`config.mk`:
```
export PLATFORM = sky130hd
export DESIGN_NAME = unary_dot_mac_flat
export DESIGN_NICKNAME = d
export VERILOG_FILES = /design/src/rtl/unary_dot_mac_if.sv /design/src/rtl/unary_dot_mac.sv /design/src/flat_wrapper.sv
export SDC_FILE = /design/constraint.sdc
export NUM_CORES = 1
export LEC_CHECK = 0
export CAP_MARGIN = 15
export CELL_PAD_IN_SITES_DETAIL_PLACEMENT = 1
export CELL_PAD_IN_SITES_GLOBAL_PLACEMENT = 2
export CORE_MARGIN = 8
export CORE_UTILIZATION = 30
export DETAILED_ROUTE_END_ITERATION = 6
export GPL_ROUTABILITY_DRIVEN = 0
export GPL_TIMING_DRIVEN = 0
export PLACE_DENSITY = 0.75
export SETUP_SLACK_MARGIN = 0.5
export SYNTH_ARGS = -nofsm -noshare
export SYNTH_HDL_FRONTEND = slang
export SYNTH_SLANG_ARGS = --single-unit
```
`constraint.sdc`:
```
create_clock -name clk -period 7.8 [get_ports clk]
set_clock_uncertainty 0.15 [all_clocks]
set_input_delay 1.17 -clock clk [delete_from_list [all_inputs] [get_ports clk]]
set_output_delay 1.17 -clock clk [all_outputs]
set_load 0.005 [all_outputs]
```
`src/rtl/unary_dot_mac_if.sv`:
```
`default_nettype none
// ============================================================================
//  Module   : unary_dot_mac_if
//  Purpose  : Frame-input / unary-output handshake bundle for unary_dot_mac.
//  Revision : 1.0  initial release
// ============================================================================
interface unary_dot_mac_if #(
    parameter int LANES    = 2,
    parameter int ACC_BITS = 12
);
    logic                in_valid;
    logic                in_ready;
    logic [LANES-1:0]    a;
    logic [LANES-1:0]    b;
    logic                c;
    logic                acc_mode;
    logic                acc_clear;
    logic                out;
    logic                out_valid;
    logic                out_ready;
    logic                out_last;
    logic                done;
    logic [ACC_BITS-1:0] result_bin;
    logic                sat;

    modport master (
        output in_valid, a, b, c, acc_mode, acc_clear, out_ready,
        input  in_ready, out, out_valid, out_last, done, result_bin, sat
    );

    modport slave (
        input  in_valid, a, b, c, acc_mode, acc_clear, out_ready,
        output in_ready, out, out_valid, out_last, done, result_bin, sat
    );
endinterface
`default_nettype wire

```
`src/rtl/unary_dot_mac.sv`:
```
`default_nettype none
// ============================================================================
//  Module   : unary_dot_mac
//  Purpose  : Multi-lane unary dot product plus bias, saturating accumulate,
//             result streamed out as unary beats with backpressure.
//  Revision : 1.0  initial release
// ============================================================================
module unary_dot_mac #(
    parameter int BIN_BITS = 4,
    parameter int LANES    = 2,
    parameter int ACC_BITS = 12
) (
    input  wire logic         clk,
    input  wire logic         reset,
    unary_dot_mac_if.slave    bus
);

    localparam int c_U_BITS = 2**BIN_BITS;
    localparam int c_SW     = BIN_BITS + 1;
    localparam int c_KW     = (LANES > 1) ? $clog2(LANES) : 1;
    localparam int c_PW     = 2 * BIN_BITS;
    localparam int c_WW     = ((ACC_BITS > c_PW) ? ACC_BITS : c_PW) + 2;

    localparam logic [ACC_BITS-1:0] c_ACC_MAX   = '1;
    localparam logic [c_SW-1:0]     c_SAMP_LAST = c_SW'(c_U_BITS - 1);
    localparam logic [c_KW-1:0]     c_K_LAST    = c_KW'(LANES - 1);

    typedef enum logic [1:0] {
        S_IDLE    = 2'd0,
        S_COLLECT = 2'd1,
        S_COMPUTE = 2'd2,
        S_EMIT    = 2'd3
    } state_t;

    state_t              r_state;
    logic [BIN_BITS-1:0] r_cnt_a [LANES];
    logic [BIN_BITS-1:0] r_cnt_b [LANES];
    logic [BIN_BITS-1:0] r_cnt_c;
    logic [c_SW-1:0]     r_samp;
    logic [c_KW-1:0]     r_k;
    logic [ACC_BITS-1:0] r_acc;
    logic [ACC_BITS-1:0] r_remain;
    logic [ACC_BITS-1:0] r_result;
    logic                r_sat;
    logic                r_in_ready;
    logic                r_out_valid;
    logic                r_out_last;
    logic                r_done;

    logic [c_PW-1:0]     w_prod;
    logic [c_WW-1:0]     w_sum;
    logic                w_ovf;
    logic                w_k_last;
    logic [ACC_BITS-1:0] w_acc_next;

    function automatic logic [BIN_BITS-1:0] f_inc(input logic [BIN_BITS-1:0] v,
                                                  input logic               bit_in);
        return (bit_in && (v != '1)) ? v + 1'b1 : v;
    endfunction

    // One lane product per COMPUTE cycle; the bias joins on the last lane.
    always_comb begin
        w_k_last   = (r_k == c_K_LAST);
        w_prod     = c_PW'(r_cnt_a[r_k]) * c_PW'(r_cnt_b[r_k]);
        w_sum      = c_WW'(r_acc) + c_WW'(w_prod) + (w_k_last ? c_WW'(r_cnt_c) : '0);
        w_ovf      = (w_sum > c_WW'(c_ACC_MAX));
        w_acc_next = w_ovf ? c_ACC_MAX : w_sum[ACC_BITS-1:0];
    end

    always_ff @(posedge clk) begin
        if (reset) begin
            r_state     <= S_IDLE;
            for (int i = 0; i < LANES; i++) begin
                r_cnt_a[i] <= '0;
                r_cnt_b[i] <= '0;
            end
            r_cnt_c     <= '0;
            r_samp      <= '0;
            r_k         <= '0;
            r_acc       <= '0;
            r_remain    <= '0;
            r_result    <= '0;
            r_sat       <= 1'b0;
            r_in_ready  <= 1'b1;
            r_out_valid <= 1'b0;
            r_out_last  <= 1'b0;
            r_done      <= 1'b0;
        end else begin
            r_done <= 1'b0;
            case (r_state)
                S_IDLE: begin
                    if (bus.acc_clear) begin
                        r_acc <= '0;
                        r_sat <= 1'b0;
                    end
                    if (bus.in_valid) begin
                        if (bus.acc_clear || !bus.acc_mode) begin
                            r_acc <= '0;
                        end
                        for (int i = 0; i < LANES; i++) begin
                            r_cnt_a[i] <= BIN_BITS'(bus.a[i]);
                            r_cnt_b[i] <= BIN_BITS'(bus.b[i]);
                        end
                        r_cnt_c <= BIN_BITS'(bus.c);
                        r_samp  <= c_SW'(1);
                        r_state <= S_COLLECT;
                    end
                end

                S_COLLECT: begin
                    if (!bus.in_valid) begin
                        r_in_ready <= 1'b0;
                        r_k        <= '0;
                        r_state    <= S_COMPUTE;
                    end else begin
                        for (int i = 0; i < LANES; i++) begin
                            r_cnt_a[i] <= f_inc(r_cnt_a[i], bus.a[i]);
                            r_cnt_b[i] <= f_inc(r_cnt_b[i], bus.b[i]);
                        end
                        r_cnt_c <= f_inc(r_cnt_c, bus.c);
                        r_samp  <= r_samp + 1'b1;
                        // This sample fills the window.
                        if (r_samp == c_SAMP_LAST) begin
                            r_in_ready <= 1'b0;
                            r_k        <= '0;
                            r_state    <= S_COMPUTE;
                        end
                    end
                end

                S_COMPUTE: begin
                    r_acc <= w_acc_next;
                    if (w_ovf) begin
                        r_sat <= 1'b1;
                    end
                    if (w_k_last) begin
                        r_result <= w_acc_next;
                        if (w_acc_next == '0) begin
                            r_done     <= 1'b1;
                            r_in_ready <= 1'b1;
                            r_state    <= S_IDLE;
                        end else begin
                            r_out_valid <= 1'b1;
                            r_out_last  <= (w_acc_next == ACC_BITS'(1));
                            r_remain    <= w_acc_next;
                            r_state     <= S_EMIT;
                        end
                    end else begin
                        r_k <= r_k + 1'b1;
                    end
                end

                S_EMIT: begin
                    if (bus.out_ready) begin
                        if (r_remain == ACC_BITS'(1)) begin
                            r_out_valid <= 1'b0;
                            r_out_last  <= 1'b0;
                            r_done      <= 1'b1;
                            r_in_ready  <= 1'b1;
                            r_state     <= S_IDLE;
                        end else begin
                            r_remain   <= r_remain - 1'b1;
                            r_out_last <= (r_remain == ACC_BITS'(2));
                        end
                    end
                end

                default: begin
                    r_state <= S_IDLE;
                end
            endcase
        end
    end

    // Every emitted beat carries a 1, so the data bit simply mirrors valid.
    assign bus.out        = r_out_valid;
    assign bus.out_valid  = r_out_valid;
    assign bus.out_last   = r_out_last;
    assign bus.in_ready   = r_in_ready;
    assign bus.done       = r_done;
    assign bus.result_bin = r_result;
    assign bus.sat        = r_sat;

endmodule
`default_nettype wire

```
`src/flat_wrapper.sv`:
```
// flat-port wrapper written by rule: the top's interface ports become plain ports
module unary_dot_mac_flat 
#(
    parameter int BIN_BITS = 4,
    parameter int LANES    = 2,
    parameter int ACC_BITS = 12
)
  (clk, reset, bus_in_valid, bus_a, bus_b, bus_c, bus_acc_mode, bus_acc_clear, bus_out_ready, bus_in_ready, bus_out, bus_out_valid, bus_out_last, bus_done, bus_result_bin, bus_sat);
  unary_dot_mac_if #(.LANES(LANES), .ACC_BITS(ACC_BITS)) bus_i ();
  input  wire logic clk;
  input  wire logic reset;
  input wire logic [$bits(bus_i.in_valid)-1:0] bus_in_valid;
  input wire logic [$bits(bus_i.a)-1:0] bus_a;
  input wire logic [$bits(bus_i.b)-1:0] bus_b;
  input wire logic [$bits(bus_i.c)-1:0] bus_c;
  input wire logic [$bits(bus_i.acc_mode)-1:0] bus_acc_mode;
  input wire logic [$bits(bus_i.acc_clear)-1:0] bus_acc_clear;
  input wire logic [$bits(bus_i.out_ready)-1:0] bus_out_ready;
  output wire logic [$bits(bus_i.in_ready)-1:0] bus_in_ready;
  output wire logic [$bits(bus_i.out)-1:0] bus_out;
  output wire logic [$bits(bus_i.out_valid)-1:0] bus_out_valid;
  output wire logic [$bits(bus_i.out_last)-1:0] bus_out_last;
  output wire logic [$bits(bus_i.done)-1:0] bus_done;
  output wire logic [$bits(bus_i.result_bin)-1:0] bus_result_bin;
  output wire logic [$bits(bus_i.sat)-1:0] bus_sat;
  assign bus_i.in_valid = bus_in_valid;
  assign bus_i.a = bus_a;
  assign bus_i.b = bus_b;
  assign bus_i.c = bus_c;
  assign bus_i.acc_mode = bus_acc_mode;
  assign bus_i.acc_clear = bus_acc_clear;
  assign bus_i.out_ready = bus_out_ready;
  assign bus_in_ready = bus_i.in_ready;
  assign bus_out = bus_i.out;
  assign bus_out_valid = bus_i.out_valid;
  assign bus_out_last = bus_i.out_last;
  assign bus_done = bus_i.done;
  assign bus_result_bin = bus_i.result_bin;
  assign bus_sat = bus_i.sat;
  unary_dot_mac #(.BIN_BITS(BIN_BITS), .LANES(LANES), .ACC_BITS(ACC_BITS)) u_core (.clk(clk), .reset(reset), .bus(bus_i));
endmodule
```
==> impl_metrics.csv <==
group,metric,value,unit
run_status,status,"complete, no violations",
clocking,path_clk_slew,0.06,ns
yosys,ys_async_sr_fraction,0,
yosys,synthAdderAreaFrac,0.117,
power_and_ir_drop,p_clk_frac,0.451,
worst_setup_path,worstSetupEndpointType,"flip-flop",
drt,drc_errors,0,
floorplanning,die_w,147,um
power_and_ir_drop,power,1.09,mW
worst_setup_path,crit_type,"reg -> reg",
yosys,ys_seq_area_frac,0.303,
drt,detail_route.wl_per_cell,18.5,um
yosys,synth_area,5150,um2
timing,timing.hold.ws,0.312,ns
power_and_ir_drop,swShare,0.298,
layout,drive_gt1_frac,0.0727,
drt,via_count,4934,
timing,tightest_slew,0.932,ns
clocking,clock_path_buffers,2,
clocking,cts_buffers,9,
grt,grt_start_max_net_pins,14,
clocking,cts_tree,"built",
drt,totalWireLength,16900,um
timing,slew_headroom,0.372,
yosys,synth_top_family_by_area,"simple AND/OR/NAND/NOR gates",
place,dpl.hpwl,13000,um
timing,tns,0,ns
power_and_ir_drop,switchingPower,0.326,mW
floorplanning,core-area,17100,um2
worst_setup_path,arrival,6.88,ns
clocking,h-tree-depth,3,
clocking,cts_resized,0,
power_and_ir_drop,p_leak,2.27,nW
timing,setup_viol,0,
yosys,avgSynthCellArea,8.00,um2
drt,drt_iter0_drc,226,
clocking,cts_root_buf,"clkbuf_16",
yosys,synth_edf_count,16,
floorplanning,dieArea,21600,um2
yosys,synth_cells,644,
clocking,cts_sinks,70,
clocking,cts_hold_buffers,0,
yosys,ys_ff_latch,70,
layout,nFillCells,2076,
min_path,hold_class,"reg -> reg",
yosys,synth-simple-area-share,0.247,
yosys,syn_nets,697,
layout,layout.nets,736,
grt,antenna_found_initial,0,
run,cap_viol_max_count,0,
floorplanning,die_y,147,um
worst_setup_path,crit_fanout,10,
grt,grt_pass1_wl,27100,um
timing,period_minus_slack,6.82,ns
yosys,synth_xor_area_frac,0.0357,
drt,drtAntennaViolNets,0,
drt,dr.pass1.iters,5,
power_and_ir_drop,seqPwrFrac,0.367,
layout,final_cell_mix,"nor2_1 (84), dfxtp_1 (54), a21oi_1 (49)",
yosys,synth_cell_types,70,
layout,final_common_cell,"nor2_1",
layout,n_antenna_cell,0,
power_and_ir_drop,powerDensity,181,nW/um2
power_and_ir_drop,internal-power,0.769,mW
floorplanning,ios,29,
timing,hold_viol,0,
place,port_buffers,28,
grt,grt_pass1_vias,5213,
timing,fin_crit_sh,0.874,
yosys,synth_compound_area_frac,0.236,
floorplanning,rows,48,
layout,post-route-util,0.355,
clocking,cts_setup_buffers,0,
timing,final_max_slew_viol_count,0,
timing,fmax,147,MHz
grt,grt.total_usage,0.155,
power_and_ir_drop,ir_drop,0.115,mV
yosys,synthMuxAreaShare,0.00413,
yosys,ys.flop_type,"dfxtp_1",
drt,vias_per_cell,5.40,
timing,rsz0062_at_grt,"no",
worst_setup_path,critPathLaunchType,"flip-flop",
yosys,yosysWarnings,0,
power_and_ir_drop,p_comb_frac,0.182,
grt,overflow,0,
clocking,clk_latency,0.35,ns
worst_setup_path,critical_path_required,7.86,ns
floorplanning,start_util,0.302,
layout,syn2layout_area_growth,17.6,%
## area by class of cell
| type | count | area, um2 | share of cell area |
|---|---|---|---|
| multi-input combinational | 500 | 3290 | 0.543 |
| sequential | 70 | 1560 | 0.258 |
| tap | 225 | 282 | 0.0464 |
| timing repair buffer | 28 | 280 | 0.0462 |
| clock buffer | 9 | 225 | 0.0372 |
| buffer | 40 | 170 | 0.0281 |
| inverter | 34 | 128 | 0.0211 |
| clock inverter | 7 | 121 | 0.0200 |
## Yosys cell counts (6+ instances only)
cell	n	area, um2
nor2_1	84	315
dfxtp_1	54	1080
a21oi_1	49	245
nand2_1	44	165
o21ai_0	39	195
inv_1	34	128
clkbuf_1	33	124
ha_1	32	400
nand3_1	23	115
nor3_1	18	90.1
edfxtp_1	16	480
a22oi_1	12	90.1
a32o_1	12	120
nor2b_1	12	75.1
xor2_1	12	105
and2_1	10	62.6
fa_1	10	200
nand2b_1	10	62.6
or2_2	10	62.6
nor4_1	9	56.3
xnor2_1	9	78.8
and3_1	8	50.1
o21ai_1	8	40.0
o31ai_1	7	52.6
nor3b_1	6	45.0
or3_1	6	37.5
## worst max-delay path: stages (launching register included)
cell	delay, ns
dfxtp_1	0.35
clkbuf_1	0.36
clkbuf_1	0.37
a32oi_1	0.20
fa_1	0.55
fa_1	0.52
fa_1	0.53
inv_1	0.05
ha_1	0.38
xor2_1	0.20
ha_1	0.33
nand2_1	0.06
o21ai_0	0.22
o211a_1	0.24
or3b_4	0.45
a311oi_4	0.33
mux2_2	0.22
nand2_1	0.16
nor4_1	0.76
nand2b_1	0.19
a21oi_1	0.06
## sequential cells by signal, summed over array words and instances (netlist names), 2 cells and up, named ones only
name,cells
u_core.bus.result_bin,12
u_core.r_acc,12
u_core.r_cnt_a,8
u_core.r_cnt_b,8
u_core.r_cnt_c,4
u_core.r_remain,12
u_core.r_samp,5
u_core.r_state,2
## logic make-up (layout without fill, tap and decap cells)
family                     after synthesis  count (layout)
DFF                                     70              70
AOI/OAI and AO/OA                      179             179
adders and majority gates               42              42
and+or+nand+nor                        256             256
xor gates and xnor gates                21              21
muxes                                    2               2
buffers and inverters                   74             118
## worst paths after layout
| path | cells past startpoint | end | start | slack [ns] |
|---|---|---|---|---|
| hold reg to reg | 2 | u_core.r_samp[4] | u_core.r_samp[4] | 0.31 |
| hold / removal | 2 | u_core.r_samp[4] | u_core.r_samp[4] | 0.31 |
| setup / recovery | 20 | u_core.r_state[1] | flip-flop | 0.98 |
| setup reg to reg | 20 | u_core.r_state[1] | flip-flop | 0.98 |
## metal layers
metal  vias to the layer above  wire [um]  track usage
met3                        29        512       0.0298
met4                         0        422       0.0535
li1                       2403          -            -
met5                         -          0            0
met1                      2410       7610        0.188
met2                        92       8340        0.268
## power groups by stage
| stage | Clock (mW) | Combinational [mW] | Sequential (mW) |
|---|---|---|---|
| after floorplan | 0 | 0.136 | 0.403 |
| after global placement | 0 | 0.193 | 0.408 |
| after detailed placement | 0 | 0.199 | 0.410 |
| after CTS | 0.506 | 0.201 | 0.402 |
| after global routing | 0.516 | 0.220 | 0.404 |
| final | 0.494 | 0.199 | 0.402 |
## metrics by stage
step / cells / setup slack (ns) / instance area, um2
detailed placement: 897 / 0.958 / 5710
finish: 913 / 0.980 / 6060
global placement: 897 / 1.18 / 5710
CTS: 913 / 0.913 / 6060
floorplan: 644 / 1.91 / 5150
global route: 913 / 0.571 / 6060
No activity file was read; power rests on OpenSTA's default activity.
